--- config.mk ---
export PLATFORM = sky130hd
export DESIGN_NAME = aer_event_fifo
export DESIGN_NICKNAME = d
export VERILOG_FILES = /design/src/rtl/aer_event_fifo.sv
export SDC_FILE = /design/constraint.sdc
export NUM_CORES = 1
export LEC_CHECK = 0
export BUFFER_PORTS_ARGS = -buffer_cell sky130_fd_sc_hd__buf_2
export CORE_MARGIN = 3
export CORE_UTILIZATION = 54
export CTS_CLUSTER_DIAMETER = 150
export DETAILED_ROUTE_END_ITERATION = 10
export PLACE_DENSITY = 0.82
export SYNTH_ARGS = -nofsm -noshare
export SYNTH_HDL_FRONTEND = slang
export SYNTH_SLANG_ARGS = --single-unit
--- constraint.sdc ---
create_clock -name clk_i -period 5.77 [get_ports clk_i]
set_clock_uncertainty 0.2 [all_clocks]
set_input_delay 0.577 -clock clk_i [delete_from_list [all_inputs] [get_ports clk_i]]
set_output_delay 0.577 -clock clk_i [all_outputs]
set_load 0.02 [all_outputs]
--- src/rtl/aer_event_fifo.sv ---
// Address-event capture FIFO: one event per arbiter grant, 1-cycle fall-through to a valid/ready stream.
// Backpressure: registered stall_o at count >= DEPTH-1; events arriving while full and not popping are dropped and counted.
module aer_event_fifo #(
    parameter int GRP_ADD_W  = 2,
    parameter int PIX_ADD_W  = 2,
    parameter int POL_W      = 2,
    parameter int TS_W       = 16,
    parameter int FIFO_DEPTH = 8,
    parameter int DROP_W     = 8,
    localparam int AW        = GRP_ADD_W + PIX_ADD_W,
    localparam int EVT_W     = 2 * AW + POL_W + TS_W,
    localparam int IDX_W     = $clog2(FIFO_DEPTH),
    localparam int PTR_W     = IDX_W + 1
) (
    input  logic                 clk_i,
    input  logic                 reset_i,
    input  logic                 active_i,
    input  logic [GRP_ADD_W-1:0] grp_x_i,
    input  logic [GRP_ADD_W-1:0] grp_y_i,
    input  logic [PIX_ADD_W-1:0] pix_x_i,
    input  logic [PIX_ADD_W-1:0] pix_y_i,
    input  logic [POL_W-1:0]     pol_i,
    input  logic                 evt_ready_i,
    output logic                 evt_valid_o,
    output logic [EVT_W-1:0]     evt_data_o,
    output logic                 stall_o,
    output logic [PTR_W-1:0]     fifo_count_o,
    output logic                 ts_wrap_o,
    output logic                 overflow_o,
    output logic [DROP_W-1:0]    drop_cnt_o
);

    logic [TS_W-1:0]   ts_q, ts_d;
    logic              ts_wrap_q, ts_wrap_d;
    logic [PTR_W-1:0]  wr_ptr_q, wr_ptr_d;
    logic [PTR_W-1:0]  rd_ptr_q, rd_ptr_d;
    logic [PTR_W-1:0]  count_d;
    logic              stall_q, stall_d;
    logic              ovf_q, ovf_d;
    logic [DROP_W-1:0] drop_q, drop_d;
    logic [EVT_W-1:0]  mem_q [FIFO_DEPTH];

    logic             empty, full, pop, push_acc, drop;
    logic [EVT_W-1:0] evt_word;

    assign empty    = (wr_ptr_q == rd_ptr_q);
    assign full     = (wr_ptr_q[IDX_W] != rd_ptr_q[IDX_W]) &&
                      (wr_ptr_q[IDX_W-1:0] == rd_ptr_q[IDX_W-1:0]);
    assign pop      = !empty && evt_ready_i;
    // A full FIFO still takes a new event when the head leaves in the same cycle.
    assign push_acc = active_i && (!full || pop);
    assign drop     = active_i && !push_acc;
    assign evt_word = {grp_x_i, pix_x_i, grp_y_i, pix_y_i, pol_i, ts_q};

    always_comb begin
        ts_d      = ts_q + TS_W'(1);
        ts_wrap_d = (ts_q == {TS_W{1'b1}});
        wr_ptr_d  = push_acc ? wr_ptr_q + PTR_W'(1) : wr_ptr_q;
        rd_ptr_d  = pop      ? rd_ptr_q + PTR_W'(1) : rd_ptr_q;
        count_d   = wr_ptr_d - rd_ptr_d;
        stall_d   = (count_d >= PTR_W'(FIFO_DEPTH - 1));
        ovf_d     = ovf_q | drop;
        drop_d    = drop_q;
        if (drop && (drop_q != {DROP_W{1'b1}})) begin
            drop_d = drop_q + DROP_W'(1);
        end
    end

    always_ff @(posedge clk_i) begin
        if (reset_i) begin
            ts_q      <= '0;
            ts_wrap_q <= 1'b0;
            wr_ptr_q  <= '0;
            rd_ptr_q  <= '0;
            stall_q   <= 1'b0;
            ovf_q     <= 1'b0;
            drop_q    <= '0;
        end else begin
            ts_q      <= ts_d;
            ts_wrap_q <= ts_wrap_d;
            wr_ptr_q  <= wr_ptr_d;
            rd_ptr_q  <= rd_ptr_d;
            stall_q   <= stall_d;
            ovf_q     <= ovf_d;
            drop_q    <= drop_d;
        end
    end

    // Storage needs no reset: the pointers alone define what is valid.
    always_ff @(posedge clk_i) begin
        if (push_acc && !reset_i) begin
            mem_q[wr_ptr_q[IDX_W-1:0]] <= evt_word;
        end
    end

    assign evt_valid_o  = !empty;
    assign evt_data_o   = empty ? '0 : mem_q[rd_ptr_q[IDX_W-1:0]];
    assign stall_o      = stall_q;
    assign fifo_count_o = wr_ptr_q - rd_ptr_q;
    assign ts_wrap_o    = ts_wrap_q;
    assign overflow_o   = ovf_q;
    assign drop_cnt_o   = drop_q;

endmodule
Yosys cells after proc, flatten, opt, wreduce, memory -nomap -nowiden
Memory sizes are Yosys's and may differ from the RTL's. A register that Yosys moved wholly into a read port is not among the register bits.
Cells that the tools add are included.
{"block": "totals", "memories": 1, "ramBits": 208, "in_bits": 14, "word_cells": 38, "ff_bits": 35}
{"name": "mem_q", "depth": 8, "word_bits": 26, "rd": 1, "rd_ports_with_merged_regs": 1, "wr": 1, "line_no": "41", "rtl": "logic [EVT_W-1:0] mem_q [FIFO_DEPTH];"}
{"block": "classes", "bitwise": 1, "n_reduce_logical": 11, "magnitude_cmp": 1, "n_mux": 6, "n_addsub": 6, "eq_ne": 5}
{"operator": "$mux 26", "n": 1}
{"operator": "$add 16x1->16 const B", "n": 1}
{"operator": "$eq 16x16->1 const B", "n": 1}
{"operator": "$add 4x1->4 const B", "n": 2}
{"operator": "$add 8x1->8 const B", "n": 1}
{"operator": "$mux 4", "n": 2}
{"operator": "$ne 8x8->1 const B", "n": 1}
{"operator": "$sub 4x4->4", "n": 2}
{"operator": "$logic_and 1x1->1", "n": 6}
{"operator": "$eq 4x4->1", "n": 1}
{"operator": "$ge 4x3->1 const B", "n": 1}
{"operator": "$logic_not 1->1", "n": 4}
{"operator": "$eq 3x3->1", "n": 1}
{"operator": "$mux 3", "n": 1}
{"operator": "$mux 1", "n": 2}
{"operator": "$logic_or 1x1->1", "n": 1}
{"operator": "$ne 1x1->1", "n": 1}
{"operator": "$or 1x1->1", "n": 1}

Depth between registers and ports, before layout
Gate-level depths: netlist of run 1.
{"block": "depth", "depth_word": 8, "mapped_depth": 14}

Worst setup path before layout of run 1
OpenSTA, ideal clock, no wires.
{"block": "synth_timing", "kind": "register to register", "startpoint": "register rd_ptr_q[1]", "endpoint": "memory mem_q[4][0] in the netlist's numbering (enable)", "arrival_ps": 4731, "slack_ps": 364, "synth_period_minus_slack_ps": 5406, "setup_ps": 475, "path_stages_with_launch": 9, "t_required_ps": 5095, "cell_sequence": "dfxtp_1 > clkbuf_1 > clkbuf_1 > inv_1 > ha_1 > and4b_1 > a21boi_0 > nand2_1 > nor4_1"}
{"block": "synth_via", "elab_chain_len": 8, "word_cells_on_any_way": 11, "classes_between": "eq/ne: 2; mux: 2; reduce/logical: 7"}
{"element": "from (decl)", "line_no": "36", "rtl": "logic [PTR_W-1:0] rd_ptr_q, rd_ptr_d;"}
{"element": "from (signal assigned)", "line_no": "82", "rtl": "rd_ptr_q <= rd_ptr_d;"}
{"element": "$eq 4x4->1 / $eq 3x3->1 (equally long branches)", "line_no": "46, 48"}
{"element": "$logic_not 1->1 / $logic_and 1x1->1 (equally long branches)", "line_no": "49, 47"}
{"element": "$logic_and 1x1->1 / $logic_not 1->1 (equally long branches)", "line_no": "49, 51"}
{"element": "$logic_or 1x1->1 *", "line_no": "51", "rtl": "assign push_acc = active_i && (!full || pop);"}
{"element": "$logic_and 1x1->1 *", "line_no": "51"}
{"element": "$logic_and 1x1->1 *", "line_no": "91", "rtl": "if (push_acc && !reset_i) begin"}
{"element": "$mux 1 *", "line_no": "91"}
{"element": "$mux 1 (implied by the code) *", "line_no": "92", "rtl": "mem_q[wr_ptr_q[IDX_W-1:0]] <= evt_word;"}
{"element": "to (decl)", "line_no": "41"}
Every way passes the cells marked *; elsewhere a longest branch is shown, timed or not.

Worst setup path in the final report of run 1
{"block": "layout_timing", "startpoint": "register rd_ptr_q[2]", "endpoint": "register stall_q, in the netlist stall_o"}
{"block": "layout_via", "word_cells_on_any_way": 13, "classes_between": "add/sub: 2; order compare: 1; eq/ne: 2; mux: 2; reduce/logical: 6"}
{"element": "$eq 4x4->1", "line_no": "46", "rtl": "assign empty = (wr_ptr_q == rd_ptr_q);"}
{"element": "$logic_not 1->1", "line_no": "49", "rtl": "assign pop = !empty && evt_ready_i;"}
{"element": "$logic_and 1x1->1", "line_no": "49"}
{"element": "$mux 4", "line_no": "59", "rtl": "rd_ptr_d = pop ? rd_ptr_q + PTR_W'(1) : rd_ptr_q;"}
{"element": "named net rd_ptr_d[1]", "line_no": "36"}
{"element": "$sub 4x4->4", "line_no": "60", "rtl": "count_d = wr_ptr_d - rd_ptr_d;"}
{"element": "$ge 4x3->1", "line_no": "61", "rtl": "stall_d = (count_d >= PTR_W'(FIFO_DEPTH - 1));"}
{"element": "to (signal assigned)", "line_no": "83", "rtl": "stall_q <= stall_d;"}
{"element": "to (decl)", "line_no": "38", "rtl": "logic stall_q, stall_d;"}
The timed path passes the listed nets, and every way through them passes these cells.
A chain may end at the register's enable or synchronous reset.

==> impl_metrics.toml, run 1 <==
[sta]
fin_tns_setup_ns = 0
worst_pin_slew_ns = 1.06
rsz0062_at_grt = "no"
finalHoldViolations = 0
clock.fmax_mhz = 270
finalCritPeriodShare_pct = 64.3
relSlewSlack_pct = 29.3
slew_viol_final = 0
fin_crit_ns = 3.71
setup_viol = 0

[floorplanning]
die_h_um = 140
ioPinCount = 56
design.core.area_sq_um = 17400
row_count = 48
die_w_um = 140
die-area_sq_um = 19500
start_util_pct = 55.5

[critical_path]
worstSetupPathType = "flop to flop"
ff2ff_setup_slack_ns = 2.06
ff2ff_path_depth = 13
r2r-start = "rd_ptr_q[2]"
arrival_ns = 3.94
critPathCaptureType = "flop"
critPathMaxFanout = 28
worstSetupStartpointType = "flop"
reg2reg_to = "stall_o"
crit_required_ns = 6.00

[logic_synthesis]
ys_ff_latch = 243
netlist_area_sq_um = 9630
ys_warn_count = 0
ys_types = 36
synth_enable_flop_cells = 208
synth_seq_area_share_pct = 72.2
syn_avg_cell_area_sq_um = 17.0
netlist_instances = 566
synth_fp_nets = 592
synthArstFlopShare_pct = 0
ys.flop_type = "edfxtp_1"

[place]
place_area_sq_um = 10200
routabilityCongestion = 0.810
io_buffer_count = 55
hpwl_um = 10200

[power_and_ir_drop]
powerDensity_nw_per_um2 = 377
vdd_drop_max_mv = 0.227
leakage_nw = 3.72

[layout]
n_antenna_cell = 0
nets = 660
final_cell_mix = "edfxtp_1 (208), nand2_1 (67), buf_2 (55)"
design_area_sq_um = 11000
syn_to_final_growth_pct = 14.5
n_fill_cell = 1189
final_common_cell = "edfxtp_1"
drive_gt1_share_pct = 26.5
finish.utilization_pct = 63.5

[global_route]
grt_first_pass_wirelength_um = 30900
grt_pass1_vias = 5543
antenna_found_initial = 0
grt_max_degree = 57
track_usage_pct = 20.4
grt_overflow = 0

[hold_path]
min_to = "mem_q[0][24]"
hp-start = "grp_x_i[0]"
hold_class = "input pin to flop"
min_path_cells = 1

[cts]
cts_setup_buffers = 0
cts-root-buf = "clkbuf_16"
cts_made_buffers = 24
post_cts_resized = 0
cts_buffer_depth = 3
htreeDepth = 1
clock-sinks = 243
hold_buffers = 0
path_clk_slew_ns = 0.06
clk_latency_ns = 0.51
cts_tree = "done"

[drt]
drtAntennaViolNets = 0
drc = 0
drt-initial-drc-count = 523
routed_wl_um = 19400
vias = 5223
drtPass1Iterations = 4
wire_per_inst_um = 22.1
viasPerCell = 5.96

[run]
cap_violations = 0

[outcome]
status = "completed"
-- worst max-delay path: stages, from the launching register on --
cell and delay [ns]:
dfxtp_1 0.32, inv_2 0.49, ha_1 0.29, nand3_1 0.12, nor2_2 0.11, buf_4 0.37
inv_1 0.14, nand2_1 0.14, mux2i_1 0.33, inv_1 0.11, fa_1 0.41, xor2_1 0.15
or3_1 0.32, a21oi_1 0.13
-- final cells by class --
| cell class | count | area [sq um] | share of cell area [%] |
|---|---|---|---|
| sequential | 243 | 6950 | 63.1 |
| multi-input combinational | 285 | 2570 | 23.3 |
| clock buffer | 30 | 654 | 5.94 |
| timing repair buffer | 67 | 365 | 3.31 |
| tap | 225 | 282 | 2.55 |
| clock inverter | 14 | 158 | 1.43 |
| inverter | 13 | 48.8 | 0.443 |
-- Yosys cell counts (2+ instances only) --
master | instances | share of area (%)
inv_1 | 12 | 0.47
and4_1 | 2 | 0.18
xnor2_1 | 20 | 1.8
nor2b_1 | 3 | 0.19
buf_2 | 6 | 0.31
edfxtp_1 | 208 | 65
nor3_1 | 6 | 0.31
clkbuf_1 | 15 | 0.58
nand4_1 | 5 | 0.32
nor4_1 | 5 | 0.32
a21oi_1 | 37 | 1.9
buf_1 | 4 | 0.16
or3_1 | 6 | 0.39
mux4_2 | 52 | 12
nand2_1 | 67 | 2.6
nor4b_1 | 3 | 0.27
nor2_1 | 32 | 1.2
fa_1 | 2 | 0.42
dfxtp_1 | 35 | 7.3
ha_1 | 10 | 1.3
nand3_1 | 10 | 0.52
o21ai_0 | 6 | 0.31
xor2_1 | 7 | 0.64
-- stage by stage --
stage | hold slack (ns) | cells | total power, mW | setup WS [ns]
floorplan | 0.300 | 566 | 2.44 | 0.364
global route | 0.138 | 877 | 4.33 | 1.74
global placement | 0.233 | 833 | 2.61 | 2.22
finish | 0.140 | 877 | 4.16 | 2.06
detailed placement | 0.253 | 833 | 2.62 | 2.05
CTS | 0.123 | 877 | 4.20 | 2.03
-- worst max-delay path by stage --
stage           startpoint          end  cells after the start
2_1_floorplan  rd_ptr_q[1]  mem_q[4][0]                      8
3_3_place_gp   rd_ptr_q[2]      stall_o                     13
3_5_place_dp   rd_ptr_q[2]      stall_o                     13
4_1_cts        rd_ptr_q[2]      stall_o                     13
5_1_grt        rd_ptr_q[2]      stall_o                     12
6_report       rd_ptr_q[2]      stall_o                     13
-- metal layers --
layer	vias up	share of wire (%)	global-route usage [%]	wire length, um
li1	2312	-	-	-
met1	2659	40	27.3	7710
met2	206	51	34.6	9960
met3	46	6.5	3.23	1260
met4	0	2.3	6.69	454
met5	-	0	0	0
-- where the power goes --
part,switching [mW],internal (mW),total (mW)
clock,0.631,0.943,1.57
sequential,0.0173,1.92,1.94
combinational,0.376,0.264,0.641
-- cell families (layout without fill, tap and decap cells) --
group                      Yosys count  in the layout  share of synthesized area [%]
xor gates and xnor gates            29             29                           2.87
AOI/OAI and AO/OA                   46             46                           2.48
DFF                                243            243                           72.2
muxes                               53             53                           12.3
buffers and inverters               38            124                           1.56
and+or+nand+nor                    145            145                           6.95
adders and majority gates           12             12                           1.72
-- sequential cells by signal, indices dropped and copies added (netlist names) --
register and cells:
ts_q 16, drop_cnt_o 8, wr_ptr_q 4, mem_q 208
overflow_o 1, rd_ptr_q 4, stall_o 1, ts_wrap_o 1
Power figures use the tool's default switching activity.
==> inputs of run 2 (changes only) <==
--- a/config.mk
+++ b/config.mk
@@ -7,10 +7,10 @@
 export LEC_CHECK = 0
 export BUFFER_PORTS_ARGS = -buffer_cell sky130_fd_sc_hd__buf_2
 export CORE_MARGIN = 3
-export CORE_UTILIZATION = 54
+export CORE_UTILIZATION = 55
 export CTS_CLUSTER_DIAMETER = 150
 export DETAILED_ROUTE_END_ITERATION = 10
-export PLACE_DENSITY = 0.82
+export PLACE_DENSITY = 0.8
 export SYNTH_ARGS = -nofsm -noshare
 export SYNTH_HDL_FRONTEND = slang
 export SYNTH_SLANG_ARGS = --single-unit
==> constraint.sdc (replaced) <==
create_clock -name clk_i -period 3.57 [get_ports clk_i]
set_clock_uncertainty 0.2 [all_clocks]
set_input_delay 0.357 -clock clk_i [delete_from_list [all_inputs] [get_ports clk_i]]
set_output_delay 0.357 -clock clk_i [all_outputs]
set_load 0.02 [all_outputs]
==> run 2 against run 1 <==
Hold slack got worse by 0.085 ns. Combinational power increased by 64%. Core utilization up 2.7 points. Sequential power is 62% higher. Register-to-register slack worse by 1.7 ns. Largest cell class unchanged.
==> impl_metrics.toml, run 2 (synthesized netlist as in run 1, its figures left out) <==
[critical_path]
arrival_ns = 2.70
path_cells = "buf_4, mux4_2, nand2_1, a21oi_1, buf_2"
ff2ff_setup_slack_ns = 0.41
reg2reg_to = "stall_o"
crit_slowest_cell = "buf_4"
r2r-start = "wr_ptr_q[0]"
worstSetupPathType = "flop to primary output"
max_stage_delay_ns = 0.81
critPathMaxFanout = 54
critPathCaptureType = "primary output"
crit_required_ns = 3.01
worstSetupStartpointType = "flop"
ff2ff_path_depth = 12

[layout]
finish.utilization_pct = 66.2
nets = 676
final_cell_mix = "edfxtp_1 (208), nand2_1 (67), buf_2 (55)"
n_fill_cell = 1081
n_antenna_cell = 0
syn_to_final_growth_pct = 16.1
final_common_cell = "edfxtp_1"
instances_no_fill = 888
drive_gt1_share_pct = 26.3
largest_reg_flops = 208

[cts]
clock-sinks = 243
htreeDepth = 1
cts-root-buf = "clkbuf_16"
cts_buffer_depth = 3
clk_latency_ns = 0.50
cts_made_buffers = 25
cts_tree = "done"
path_clk_slew_ns = 0.06

[sta]
fin_crit_ns = 3.25
setup_viol = 0
finalHoldViolations = 0
clock.fmax_mhz = 307
relSlewSlack_pct = 28.3
whs_ns = 0.0553
worst_pin_slew_ns = 1.08
finalCritPeriodShare_pct = 91.2
slew_viol_final = 0
rsz0062_at_grt = "no"

[hold_path]
min_path_cells = 3
min_to = "overflow_o"
hp-start = "active_i"
hold_class = "input pin to flop"

[place]
io_buffer_count = 55
hpwl_um = 11100
placed_cells = 833
routabilityCongestion = 0.875

[drt]
routed_wl_um = 19700
viasPerCell = 5.90
wire_per_inst_um = 22.2
drt-initial-drc-count = 423
drtPass1Iterations = 4
vias = 5243
drtAntennaViolNets = 0
drc = 0

[global_route]
grt_first_pass_wirelength_um = 31600
track_usage_pct = 21.0
antenna_found_initial = 0
grt_overflow = 0
grt_max_degree = 57
grt_pass1_vias = 5706

[floorplanning]
die_w_um = 138
die_h_um = 138
design.core.area_sq_um = 16900
die-area_sq_um = 19100
start_util_pct = 57.0
row_count = 47
ioPinCount = 56

[outcome]
status = "completed"

[power_and_ir_drop]
vdd_drop_max_mv = 0.379
leakage_nw = 3.79
powerDensity_nw_per_um2 = 603

[run]
cap_violations = 0
-- run 2: cell count changes in the layout (fill, tap and decap cells not counted), sizes merged --
| cell | change |
|---|---|
| clkbuf | +2 |
| clkinvlp | -1 |
| dlygate4sd3 | +10 |
| buf | +5 |
-- run 2: timing repair --
| action | in CTS | in global routing |
|---|---|---|
| resized for setup | 0 | 2 |
| endpoints found under the hold margin | 80 | 0 |
| setup buffers | 0 | 0 |
| setup endpoints to repair | 0 | 1 |
| hold buffers | 10 | 0 |
-- run 2: critical path, delay by kind of cell (launching register included) --
family                 cells  cell delay [ns]
AOI/OAI and AO/OA          1             0.09
buffers and inverters      2             1.00
DFF                        1             0.35
muxes                      1             0.63
and+or+nand+nor            1             0.10
-- run 2: metal layers --
layer  share of wire (%)  GRT usage (%)  up-vias
met3                 5.5           3.00       35
met4                 2.0           5.77        0
li1                    -              -     2348
met1                  40           28.0     2667
met5                   0              0        -
met2                  53           36.6      193
-- run 2: worst max path at each step --
| stage | slack, ns | endpoint | cells after the start | startpoint |
|---|---|---|---|---|
| after detailed placement | 0.16 | stall_o | 12 | wr_ptr_q[0] |
| after floorplan | -0.57 | mem_q[1][0] | 8 | rd_ptr_q[2] |
| after global placement | 0.42 | stall_o | 10 | wr_ptr_q[0] |
| after global routing | 0.08 | evt_data_o[5] | 5 | rd_ptr_q[0] |
| after CTS | 0.14 | stall_o | 12 | wr_ptr_q[0] |
| final | 0.32 | evt_data_o[5] | 5 | rd_ptr_q[0] |
-- run 2: layout make-up --
| cell class | instances | area (sq um) | share of cell area, % |
|---|---|---|---|
| Tap cell | 220 | 275 | 2.46 |
| Multi-Input combinational cell | 285 | 2590 | 23.2 |
| Timing Repair Buffer | 82 | 503 | 4.50 |
| Sequential cell | 243 | 6950 | 62.2 |
| Inverter | 13 | 48.8 | 0.437 |
| Clock buffer | 32 | 662 | 5.92 |
| Clock inverter | 13 | 146 | 1.31 |
-- run 2: power breakdown --
part / internal, mW / total (mW) / leakage, nW / switching, mW
Sequential: 3.11 / 3.14 / 2.20 / 0.0283
Clock: 1.53 / 2.54 / 0.393 / 1.01
Combinational: 0.438 / 1.05 / 1.20 / 0.615
Total: 5.08 / 6.73 / 3.79 / 1.66
-- run 2: metrics by stage --
step | setup TNS (ns) | cell area, sq um | power, mW | worst slack (ns)
final | 0 | 11200 | 6.73 | 0.315
after CTS | 0 | 11200 | 6.79 | 0.138
after detailed placement | 0 | 10300 | 4.25 | 0.161
after global placement | 0 | 10300 | 4.22 | 0.419
after floorplan | -52.08 | 9660 | 3.94 | -0.570
after global routing | 0 | 11200 | 6.99 | 0.0752
